==> config.mk <==
export PLATFORM = sky130hd
export DESIGN_NAME = card_blitter_flat
export DESIGN_NICKNAME = d
export VERILOG_FILES = /design/src/rtl/card_pkg.sv /design/src/rtl/card_blitter_if.sv /design/src/rtl/card_scan_ctr.sv /design/src/rtl/card_blitter.sv /design/src/flat_wrapper.sv
export SDC_FILE = /design/constraint.sdc
export NUM_CORES = 1
export LEC_CHECK = 0
export ABC_AREA = 1
export BUFFER_PORTS_ARGS = -buffer_cell sky130_fd_sc_hd__buf_2
export CELL_PAD_IN_SITES_DETAIL_PLACEMENT = 0
export CELL_PAD_IN_SITES_GLOBAL_PLACEMENT = 2
export CORE_ASPECT_RATIO = 1.2
export CORE_MARGIN = 1
export CORE_UTILIZATION = 31
export DETAILED_ROUTE_END_ITERATION = 7
export GPL_ROUTABILITY_DRIVEN = 0
export PLACE_DENSITY_LB_ADDON = 0.1
export RECOVER_POWER = 50
export SYNTH_ARGS = -nofsm -noshare
export SYNTH_HDL_FRONTEND = slang
export SYNTH_HIERARCHICAL = 1
export SYNTH_SLANG_ARGS = --single-unit
==> constraint.sdc <==
create_clock -name clock -period 2 [get_ports clock]
set_input_delay 0.2 -clock clock [delete_from_list [all_inputs] [get_ports clock]]
set_output_delay 0.2 -clock clock [all_outputs]
set_load 0.005 [all_outputs]
==> src/rtl/card_pkg.sv <==
// card_pkg: shared geometry, pixel type and draw states for the card blitter.
package card_pkg;
    localparam int CARD_W      = 16;
    localparam int CARD_H      = 32;
    localparam int SCREEN_W    = 256;
    localparam int SCREEN_H    = 240;
    localparam int CARD_PIXELS = CARD_W * CARD_H;
    typedef logic [2:0] pix_t;
    typedef enum logic [1:0] {IDLE, READ, DRAIN} blit_state_t;
endpackage

==> src/rtl/card_blitter_if.sv <==
// card_blitter_if: control request, card-memory read port and frame-buffer write port.
interface card_blitter_if;
    import card_pkg::*;
    logic        start;
    logic [7:0]  dst_x;
    logic [7:0]  dst_y;
    logic        trans_en;
    pix_t        trans_color;
    logic        busy;
    logic        done;
    logic        card_re;
    logic [8:0]  card_addr;
    pix_t        card_data;
    logic        fb_we;
    logic [15:0] fb_addr;
    pix_t        fb_data;
    modport master (
        output start, dst_x, dst_y, trans_en, trans_color, card_data,
        input  busy, done, card_re, card_addr, fb_we, fb_addr, fb_data
    );
    modport slave (
        input  start, dst_x, dst_y, trans_en, trans_color, card_data,
        output busy, done, card_re, card_addr, fb_we, fb_addr, fb_data
    );
endinterface

==> src/rtl/card_scan_ctr.sv <==
// card_scan_ctr: row-major pixel counter over the card, split into column and row.
module card_scan_ctr
    import card_pkg::*;
(
    input  logic       clock,
    input  logic       reset_n,
    input  logic       clear,
    input  logic       enable,
    output logic [3:0] col,
    output logic [4:0] row,
    output logic       last
);
    logic [8:0] cnt;
    always_ff @(posedge clock or negedge reset_n)
        if (!reset_n) cnt <= '0;
        else if (clear) cnt <= '0;
        else if (enable) cnt <= cnt + 9'd1;
    assign {row, col} = cnt;
    assign last = cnt == 9'(CARD_PIXELS - 1);
endmodule

==> src/rtl/card_blitter.sv <==
// card_blitter: copies a 16x32 card sprite into the 256x240 frame buffer
// with clipping at the screen edges and optional colour-key transparency.
module card_blitter
    import card_pkg::*;
(
    input  logic    clock,
    input  logic    reset_n,
    card_blitter_if.slave bus
);
    blit_state_t state, next;
    logic [3:0]  col;
    logic [4:0]  row;
    logic        last;
    logic        accept;
    logic [7:0]  x_l, y_l;
    logic        te_l;
    pix_t        tc_l;
    logic [8:0]  sx, sy;
    logic        valid, clip_q, done_q;
    logic [7:0]  sx_q, sy_q;
    assign accept = state == IDLE && bus.start;
    card_scan_ctr u_ctr (
        .clock   (clock),
        .reset_n (reset_n),
        .clear   (accept),
        .enable  (state == READ && !last),
        .col     (col),
        .row     (row),
        .last    (last)
    );
    always_ff @(posedge clock or negedge reset_n)
        if (!reset_n) state <= IDLE;
        else state <= next;
    always_comb begin
        next = state;
        next = state == IDLE ? (bus.start ? READ : IDLE) :
               state == READ ? (last ? DRAIN : READ) : IDLE;
    end
    always_ff @(posedge clock or negedge reset_n)
        if (!reset_n) begin
            x_l  <= '0;
            y_l  <= '0;
            te_l <= 1'b0;
            tc_l <= '0;
        end else if (accept) begin
            x_l  <= bus.dst_x;
            y_l  <= bus.dst_y;
            te_l <= bus.trans_en;
            tc_l <= bus.trans_color;
        end
    // Nine-bit sums so that off-screen pixels are clipped rather than wrapped.
    assign sx = {1'b0, x_l} + 9'(col);
    assign sy = {1'b0, y_l} + 9'(row);
    always_ff @(posedge clock or negedge reset_n)
        if (!reset_n) begin
            valid  <= 1'b0;
            clip_q <= 1'b0;
            sx_q   <= '0;
            sy_q   <= '0;
            done_q <= 1'b0;
        end else begin
            valid  <= state == READ;
            clip_q <= sx >= 9'(SCREEN_W) || sy >= 9'(SCREEN_H);
            sx_q   <= sx[7:0];
            sy_q   <= sy[7:0];
            done_q <= state == DRAIN;
        end
    assign bus.busy      = state != IDLE;
    assign bus.done      = done_q;
    assign bus.card_re   = state == READ;
    assign bus.card_addr = {row, col};
    assign bus.fb_addr   = {sy_q, sx_q};
    assign bus.fb_data   = bus.card_data;
    assign bus.fb_we     = valid && !clip_q && !(te_l && bus.card_data == tc_l);
endmodule

==> src/flat_wrapper.sv <==
// flat-port wrapper written by rule: the top's interface ports become plain ports
module card_blitter_flat import card_pkg::*;
  (clock, reset_n, bus_start, bus_dst_x, bus_dst_y, bus_trans_en, bus_trans_color, bus_card_data, bus_busy, bus_done, bus_card_re, bus_card_addr, bus_fb_we, bus_fb_addr, bus_fb_data);
  card_blitter_if bus_i ();
  input  logic clock;
  input  logic reset_n;
  input wire logic [$bits(bus_i.start)-1:0] bus_start;
  input wire logic [$bits(bus_i.dst_x)-1:0] bus_dst_x;
  input wire logic [$bits(bus_i.dst_y)-1:0] bus_dst_y;
  input wire logic [$bits(bus_i.trans_en)-1:0] bus_trans_en;
  input wire logic [$bits(bus_i.trans_color)-1:0] bus_trans_color;
  input wire logic [$bits(bus_i.card_data)-1:0] bus_card_data;
  output wire logic [$bits(bus_i.busy)-1:0] bus_busy;
  output wire logic [$bits(bus_i.done)-1:0] bus_done;
  output wire logic [$bits(bus_i.card_re)-1:0] bus_card_re;
  output wire logic [$bits(bus_i.card_addr)-1:0] bus_card_addr;
  output wire logic [$bits(bus_i.fb_we)-1:0] bus_fb_we;
  output wire logic [$bits(bus_i.fb_addr)-1:0] bus_fb_addr;
  output wire logic [$bits(bus_i.fb_data)-1:0] bus_fb_data;
  assign bus_i.start = bus_start;
  assign bus_i.dst_x = bus_dst_x;
  assign bus_i.dst_y = bus_dst_y;
  assign bus_i.trans_en = bus_trans_en;
  assign bus_i.trans_color = bus_trans_color;
  assign bus_i.card_data = bus_card_data;
  assign bus_busy = bus_i.busy;
  assign bus_done = bus_i.done;
  assign bus_card_re = bus_i.card_re;
  assign bus_card_addr = bus_i.card_addr;
  assign bus_fb_we = bus_i.fb_we;
  assign bus_fb_addr = bus_i.fb_addr;
  assign bus_fb_data = bus_i.fb_data;
  card_blitter u_core (.clock(clock), .reset_n(reset_n), .bus(bus_i));
endmodule
==> results of run 1 <==
[state kept, by name, indices dropped and copies added, names as in the netlist]
signal / count
u_core/clip_q: 1
u_core/x_l: 8
u_core/u_ctr/cnt: 9
u_core/te_l: 1
u_core/sy_q: 8
u_core/sx_q: 8
u_core/state: 2
u_core/tc_l: 3
u_core/y_l: 8
u_core/bus.done: 1
u_core/valid: 1
[worst min path at each step]
stage / startpoint / to / slack [ns] / cells past startpoint
5_1_grt: bus_dst_y[0] / u_core/y_l[0] / 0.07 / 3
6_report: bus_dst_x[0] / u_core/x_l[0] / 0.08 / 3
4_1_cts: bus_dst_x[0] / u_core/x_l[0] / 0.08 / 3
3_3_place_gp: reset_n / u_core/sx_q[6] / 0.21 / 1
2_1_floorplan: reset_n / u_core/bus.done / -0.1 / 0
3_5_place_dp: reset_n / u_core/sx_q[6] / 0.20 / 1
[layer usage]
| metal | track usage [%] | wire length (um) | vias up |
|---|---|---|---|
| met5 | 0 | 0 | - |
| met4 | 4.64 | 50 | 0 |
| met3 | 2.99 | 254 | 4 |
| met2 | 25.3 | 2770 | 48 |
| met1 | 18.8 | 2540 | 907 |
| li1 | - | - | 1005 |
[worst reg2reg max path: stages (launching register included)]
cell and delay (ns):
dfrtp_1 0.44, ha_1 0.21, inv_1 0.06, fa_1 0.40, o21ai_1 0.25, nand3_1 0.15
nor2_1 0.13, a21oi_1 0.08, nand2_1 0.06
[repair_timing]
action,in CTS,in global routing
gates resized for setup,1,6
endpoints found under the hold margin,20,0
endpoints found under the setup margin,1,7
hold buffers,1,0
[metrics by stage]
step / std cells / utilization (%) / TNS [ns] / setup WS, ns
2_1_floorplan: 283 / - / 0 / 0.133
3_3_place_gp: 432 / 37.3 / 0 / 0.00846
3_5_place_dp: 432 / 37.3 / 0 / 0.000991
4_1_cts: 441 / 39.0 / 0 / 0.00836
5_1_grt: 441 / 39.1 / -0.00434 / -0.00391
6_report: 441 / 39.1 / 0 / 0.181
[cell usage in the layout, fill, tap and decap left out, types with 2 or more instances in the layout]
| cell type | n |
|---|---|
| ha_2 | 2 |
| nor2_1 | 15 |
| o21ai_0 | 11 |
| nand2_1 | 90 |
| a21oi_1 | 10 |
| buf_2 | 48 |
| nand4_1 | 3 |
| clkbuf_8 | 5 |
| dfrtp_1 | 49 |
| nand2_2 | 3 |
| xnor2_1 | 3 |
| buf_4 | 6 |
| nor2_4 | 4 |
| inv_1 | 37 |
| clkinvlp_4 | 2 |
| clkbuf_1 | 9 |
| nand3_1 | 14 |
| xor2_1 | 6 |
| nor3_1 | 4 |
| nor2_2 | 4 |
| ha_1 | 9 |
[power by group through the flow]
stage / registers, mW / clock network (mW) / logic [mW]
2_1_floorplan: 1.03 / 0 / 0.00680
3_3_place_gp: 1.03 / 0 / 0.0571
5_1_grt: 1.01 / 0.807 / 0.0644
3_5_place_dp: 1.03 / 0 / 0.0569
4_1_cts: 1.01 / 0.757 / 0.0586
6_report: 1.01 / 0.730 / 0.0547
[logic make-up (layout without fill, tap and decap cells)]
family / after synthesis / after routing
buf+inv: 45 / 111
flops: 50 / 50
fa+ha+maj: 13 / 13
simple gates: 144 / 144
compound gates: 22 / 22
xor+xnor: 9 / 9
[cell type report]
cell class | instances | area (um2) | area share (%)
Clock buffer | 5 | 68.8 | 2.30
Clock inverter | 3 | 45.0 | 1.50
Inverter | 38 | 143 | 4.76
Multi-Input combinational cell | 188 | 1020 | 34.1
Sequential cell | 50 | 1250 | 41.8
Tap cell | 92 | 115 | 3.84
Timing Repair Buffer | 65 | 349 | 11.7
==> impl_metrics.py, run 1 <==
metrics = {
    "worst_setup_path": {
        "crit_fanout": 5,
        "max_stage_delay_ns": 0.44,
        "path_class": "register to register",
        "cp_top_family": "adder cells",
        "critPathBufInv": 1,
        "r2r-start": "u_core/u_ctr/cnt[0]",
        "cp-endpoint": "u_core/clip_q",
        "crit_chain": "ha_1 > inv_1 > fa_1 > o21ai_1 > nand3_1 > nor2_1 > a21oi_1 > nand2_1",
        "end_kind": "register",
        "worstSetupPathDepth": 8,
        "reg2reg_depth": 8,
        "r2r-end": "u_core/clip_q",
        "rrSetupSlack_ns": 0.18,
        "startpoint_type": "register",
        "arrival_ns": 2.07,
        "required_ns": 2.25,
        "cp-startpoint": "u_core/u_ctr/cnt[0]",
        "crit_slowest_cell": "dfrtp_1",
    },
    "yosys": {
        "avgSynthCellArea_um2": 8.64,
        "ys_seq_area_share_pct": 51.2,
        "synth_area_leaders": "dfrtp_1 (51%), nand2_1 (14%), inv_1 (5.7%)",
        "async_flop_share_pct": 100,
        "synth-edff-count": 0,
        "synth_common_cells": "nand2_1 (90), dfrtp_1 (50), inv_1 (37)",
        "post-synth-top-count-cell": "nand2_1",
        "synth_flop_cell": "dfrtp_1",
        "yosys.area.top_type": "dfrtp_1",
        "ys_seq_elements": 50,
        "synth_cells": 283,
        "synth-adder-area-share_pct": 7.26,
        "synth-simple-area-share_pct": 25.9,
        "synth_top_family_by_area": "simple AND/OR/NAND/NOR gates",
        "netlist_area_mm2": 0.00245,
        "synthMuxAreaShare_pct": 0,
        "synthXorXnorAreaFrac_pct": 3.22,
        "synth_top_area_share_pct": 51.2,
        "synth.distinct_cells": 28,
        "synth_compound_area_share_pct": 4.50,
        "ys.warnings.count": 6,
        "syn_nets": 322,
    },
    "power": {
        "power.density_mw_per_mm2": 599,
        "switching_share_pct": 21.6,
        "leakage_nw": 1.59,
        "combPwrFrac_pct": 3.0,
        "p_seq_share_pct": 56.3,
        "power.internal_mw": 1.41,
        "p_sw_uw": 388,
        "p_total_mw": 1.80,
        "clkPwrFrac_pct": 40.7,
        "ir_drop_v": 0.000238,
    },
    "sta": {
        "finalCritPeriodShare_pct": 91.0,
        "post-route-min-period_ns": 1.82,
        "hold_viol": 0,
        "fmax_ghz": 0.550,
        "slew_headroom_pct": 19.5,
        "fin_skew_ns": 0.00815,
        "setup_violations": 0,
        "slew_viol_final": 0,
        "whs_ns": 0.0832,
        "worst_pin_slew_ns": 1.21,
    },
    "drt": {
        "wl_per_cell_um": 12.7,
        "vias": 1964,
        "vias_per_cell": 4.45,
        "wirelength_um": 5620,
        "ant_nets": 0,
        "first_iter_violations": 62,
        "drcViolationCount": 0,
        "firstDrtPassIters": 5,
    },
    "floorplan": {
        "core_mm2": 0.00766,
        "rows": 35,
        "io_pins": 58,
        "die_width_um": 83.1,
        "die_area_mm2": 0.00825,
        "die_h_um": 99.3,
        "start_util_pct": 31.9,
    },
    "clock_network": {
        "cts_sinks": 50,
        "h-tree-depth": 2,
        "cts_buffer_depth": 2,
        "cts_buffers": 5,
        "worst_skew_pair.late_latency_ns": 0.31,
        "root_buffer": "clkbuf_8",
        "post_cts.repair.setup_buffers": 0,
        "cts_tree": "done",
        "path_clk_slew_ns": 0.10,
    },
    "placement": {
        "hpwlAfterDp_um": 4170,
        "place.port_buffers": 57,
        "place_area_mm2": 0.00286,
    },
    "cells_and_area": {
        "fill_cells": 824,
        "stdcell_area_mm2": 0.00300,
        "layout-drive-gt1-share_pct": 23.5,
        "n_antenna_cell": 0,
        "layout.nets": 387,
        "area_delta_synth_final_pct": 22.5,
    },
    "global_routing": {
        "grt_pass1_vias": 2018,
        "grt_start_max_net_pins": 31,
        "antenna_found_initial": 0,
        "groute.usage.overall_pct": 14.8,
        "grt_remaining_overflow": 0,
        "grt_pass1_wl_um": 9760,
    },
    "run_status": {
        "status": "complete, no violations",
    },
    "run": {
        "cap_violations": 0,
    },
    "hold_path": {
        "min_path_type": "input port to register",
    },
}
Note: power is estimated with default switching activity, not from simulation.
==> run 2, diff against run 1 <==
REMOVE_ABC_BUFFERS = 1   (was default)
==> impl_metrics.py, run 2 (synthesis results as in run 1) <==
metrics = {
    "hold_path": {
        "min_path_type": "input port to register",
    },
    "power": {
        "leakage_nw": 1.59,
        "ir_drop_v": 0.000241,
        "power.density_mw_per_mm2": 585,
    },
    "cells_and_area": {
        "layout_commonest_cell": "nand2_1",
        "fill_cells": 805,
        "layout.nets": 390,
        "largest-register": "u_core/u_ctr/cnt",
        "final_util_pct": 39.0,
        "seq_area_mm2": 0.00125,
        "area_delta_synth_final_pct": 22.1,
        "mostFrequentLayoutCells": "nand2_1 (90), buf_2 (49), dfrtp_1 (49)",
        "multi_input_area_mm2": 0.00102,
        "stdcell_area_mm2": 0.00299,
        "layout-drive-gt1-share_pct": 23.9,
        "n_antenna_cell": 0,
        "final_cells": 444,
        "largest_reg_flops": 9,
    },
    "floorplan": {
        "die_width_um": 83.1,
        "start_util_pct": 31.9,
        "rows": 35,
        "core_mm2": 0.00766,
        "die_area_mm2": 0.00825,
        "io_pins": 58,
        "die_h_um": 99.3,
    },
    "global_routing": {
        "antenna_found_initial": 0,
        "grt_pass1_vias": 1882,
        "groute.usage.overall_pct": 14.0,
        "grt_start_max_net_pins": 31,
        "grt_pass1_wl_um": 9150,
        "grt_remaining_overflow": 0,
    },
    "sta": {
        "setup_tns_ns": 0,
        "slew_viol_final": 0,
        "setup_violations": 0,
        "slew_headroom_pct": 49.6,
        "finalCritPeriodShare_pct": 91.7,
        "fmax_ghz": 0.545,
        "hold_viol": 0,
        "worst_pin_slew_ns": 0.756,
        "post-route-min-period_ns": 1.83,
        "fin_skew_ns": 0.0102,
    },
    "clock_network": {
        "cts_sinks": 50,
        "path_clk_slew_ns": 0.09,
        "worst_skew_pair.late_latency_ns": 0.30,
        "cts_buffers": 5,
        "cts_buffer_depth": 2,
        "cts_tree": "done",
        "h-tree-depth": 2,
        "root_buffer": "clkbuf_8",
    },
    "drt": {
        "first_iter_violations": 57,
        "wirelength_um": 5600,
        "ant_nets": 0,
        "vias_per_cell": 4.34,
        "drcViolationCount": 0,
        "vias": 1928,
        "wl_per_cell_um": 12.6,
        "firstDrtPassIters": 4,
    },
    "placement": {
        "place_area_mm2": 0.00286,
        "dp_cells": 434,
        "place.port_buffers": 57,
        "hpwlAfterDp_um": 4160,
    },
    "run_status": {
        "status": "complete, no violations",
    },
    "worst_setup_path": {
        "startpoint_type": "register",
        "critPathBufInv": 0,
        "crit_chain": "ha_2 > fa_2 > nand3_1 > nand2_1 > or2_1 > nand2_1 > nor2_2 > nand2_1 > nand2_1",
        "end_kind": "register",
        "max_stage_delay_ns": 0.47,
        "crit_top_cell": "nand2_1",
        "arrival_ns": 2.04,
        "path_class": "register to register",
        "cp_top_family": "simple AND/OR/NAND/NOR gates",
        "rrSetupSlack_ns": 0.17,
        "required_ns": 2.20,
        "crit_fanout": 6,
        "crit_slowest_cell": "dfrtp_1",
    },
    "run": {
        "cap_violations": 0,
    },
}
run 2: cell count changes in the layout (fill, tap and decap cells not counted), sizes merged:
| cell | change |
|---|---|
| clkbuf | +5 |
| bufinv | -1 |
| clkinvlp | -2 |
| buf | +1 |
run 2: worst reg2reg max path, stage by stage (launching register included):
cell,delay (ns)
dfrtp_1,0.47
ha_2,0.25
fa_2,0.37
nand3_1,0.09
nand2_1,0.07
or2_1,0.21
nand2_1,0.10
nor2_2,0.06
nand2_1,0.07
nand2_1,0.05
run 2: where the power goes:
part / total [mW] / switching (mW) / leakage [nW] / internal [mW]
clock network: 0.686 / 0.336 / 0.0575 / 0.350
registers: 1.01 / 0 / 0.585 / 1.01
logic: 0.0518 / 0.0301 / 0.948 / 0.0217
run 2: routing by layer:
layer | up-vias | routed length (um) | GRT usage (%)
met3 | 6 | 204 | 2.74
met4 | 0 | 80 | 4.77
met1 | 873 | 2700 | 18.8
met2 | 42 | 2610 | 22.8
li1 | 1007 | - | -
met5 | - | 0 | 0
run 2: worst paths after layout:
path	startpoint	end	cells after the start
max in group asynchronous	reset_n	u_core/y_l[3]	3
worst min register to register	u_core/state[0]	u_core/bus.done	1
worst min-delay path	bus_trans_color[2]	u_core/tc_l[2]	3
min in group asynchronous	reset_n	u_core/tc_l[1]	2
worst max-delay path	u_core/u_ctr/cnt[4]	u_core/clip_q	9
worst max register to register	u_core/u_ctr/cnt[4]	u_core/clip_q	9
run 2: timing repair:
action / CTS / global route
endpoints found under the hold margin: 28 / 0
resized for setup: 0 / 7
buffers inserted: 0 / 1
setup endpoints to repair: 0 / 5
hold buffers: 1 / 0
run 2: through the flow:
stage          worst slack, ns  total power, mW  hold WS (ns)
2_1_floorplan            0.129             1.03       -0.0956
3_3_place_gp            0.0113             1.09         0.288
3_5_place_dp            0.0348             1.09         0.295
4_1_cts                 0.0179             1.79        0.0787
5_1_grt               -0.00989             1.83        0.0864
6_report                 0.166             1.75        0.0885
run 2: area by class of cell:
| cell class | count | area share [%] |
|---|---|---|
| sequential | 50 | 41.9 |
| timing repair buffer | 68 | 11.7 |
| clock buffer | 8 | 3.69 |
| inverter | 38 | 4.77 |
| tap | 92 | 3.85 |
| multi-input combinational | 188 | 34.0 |
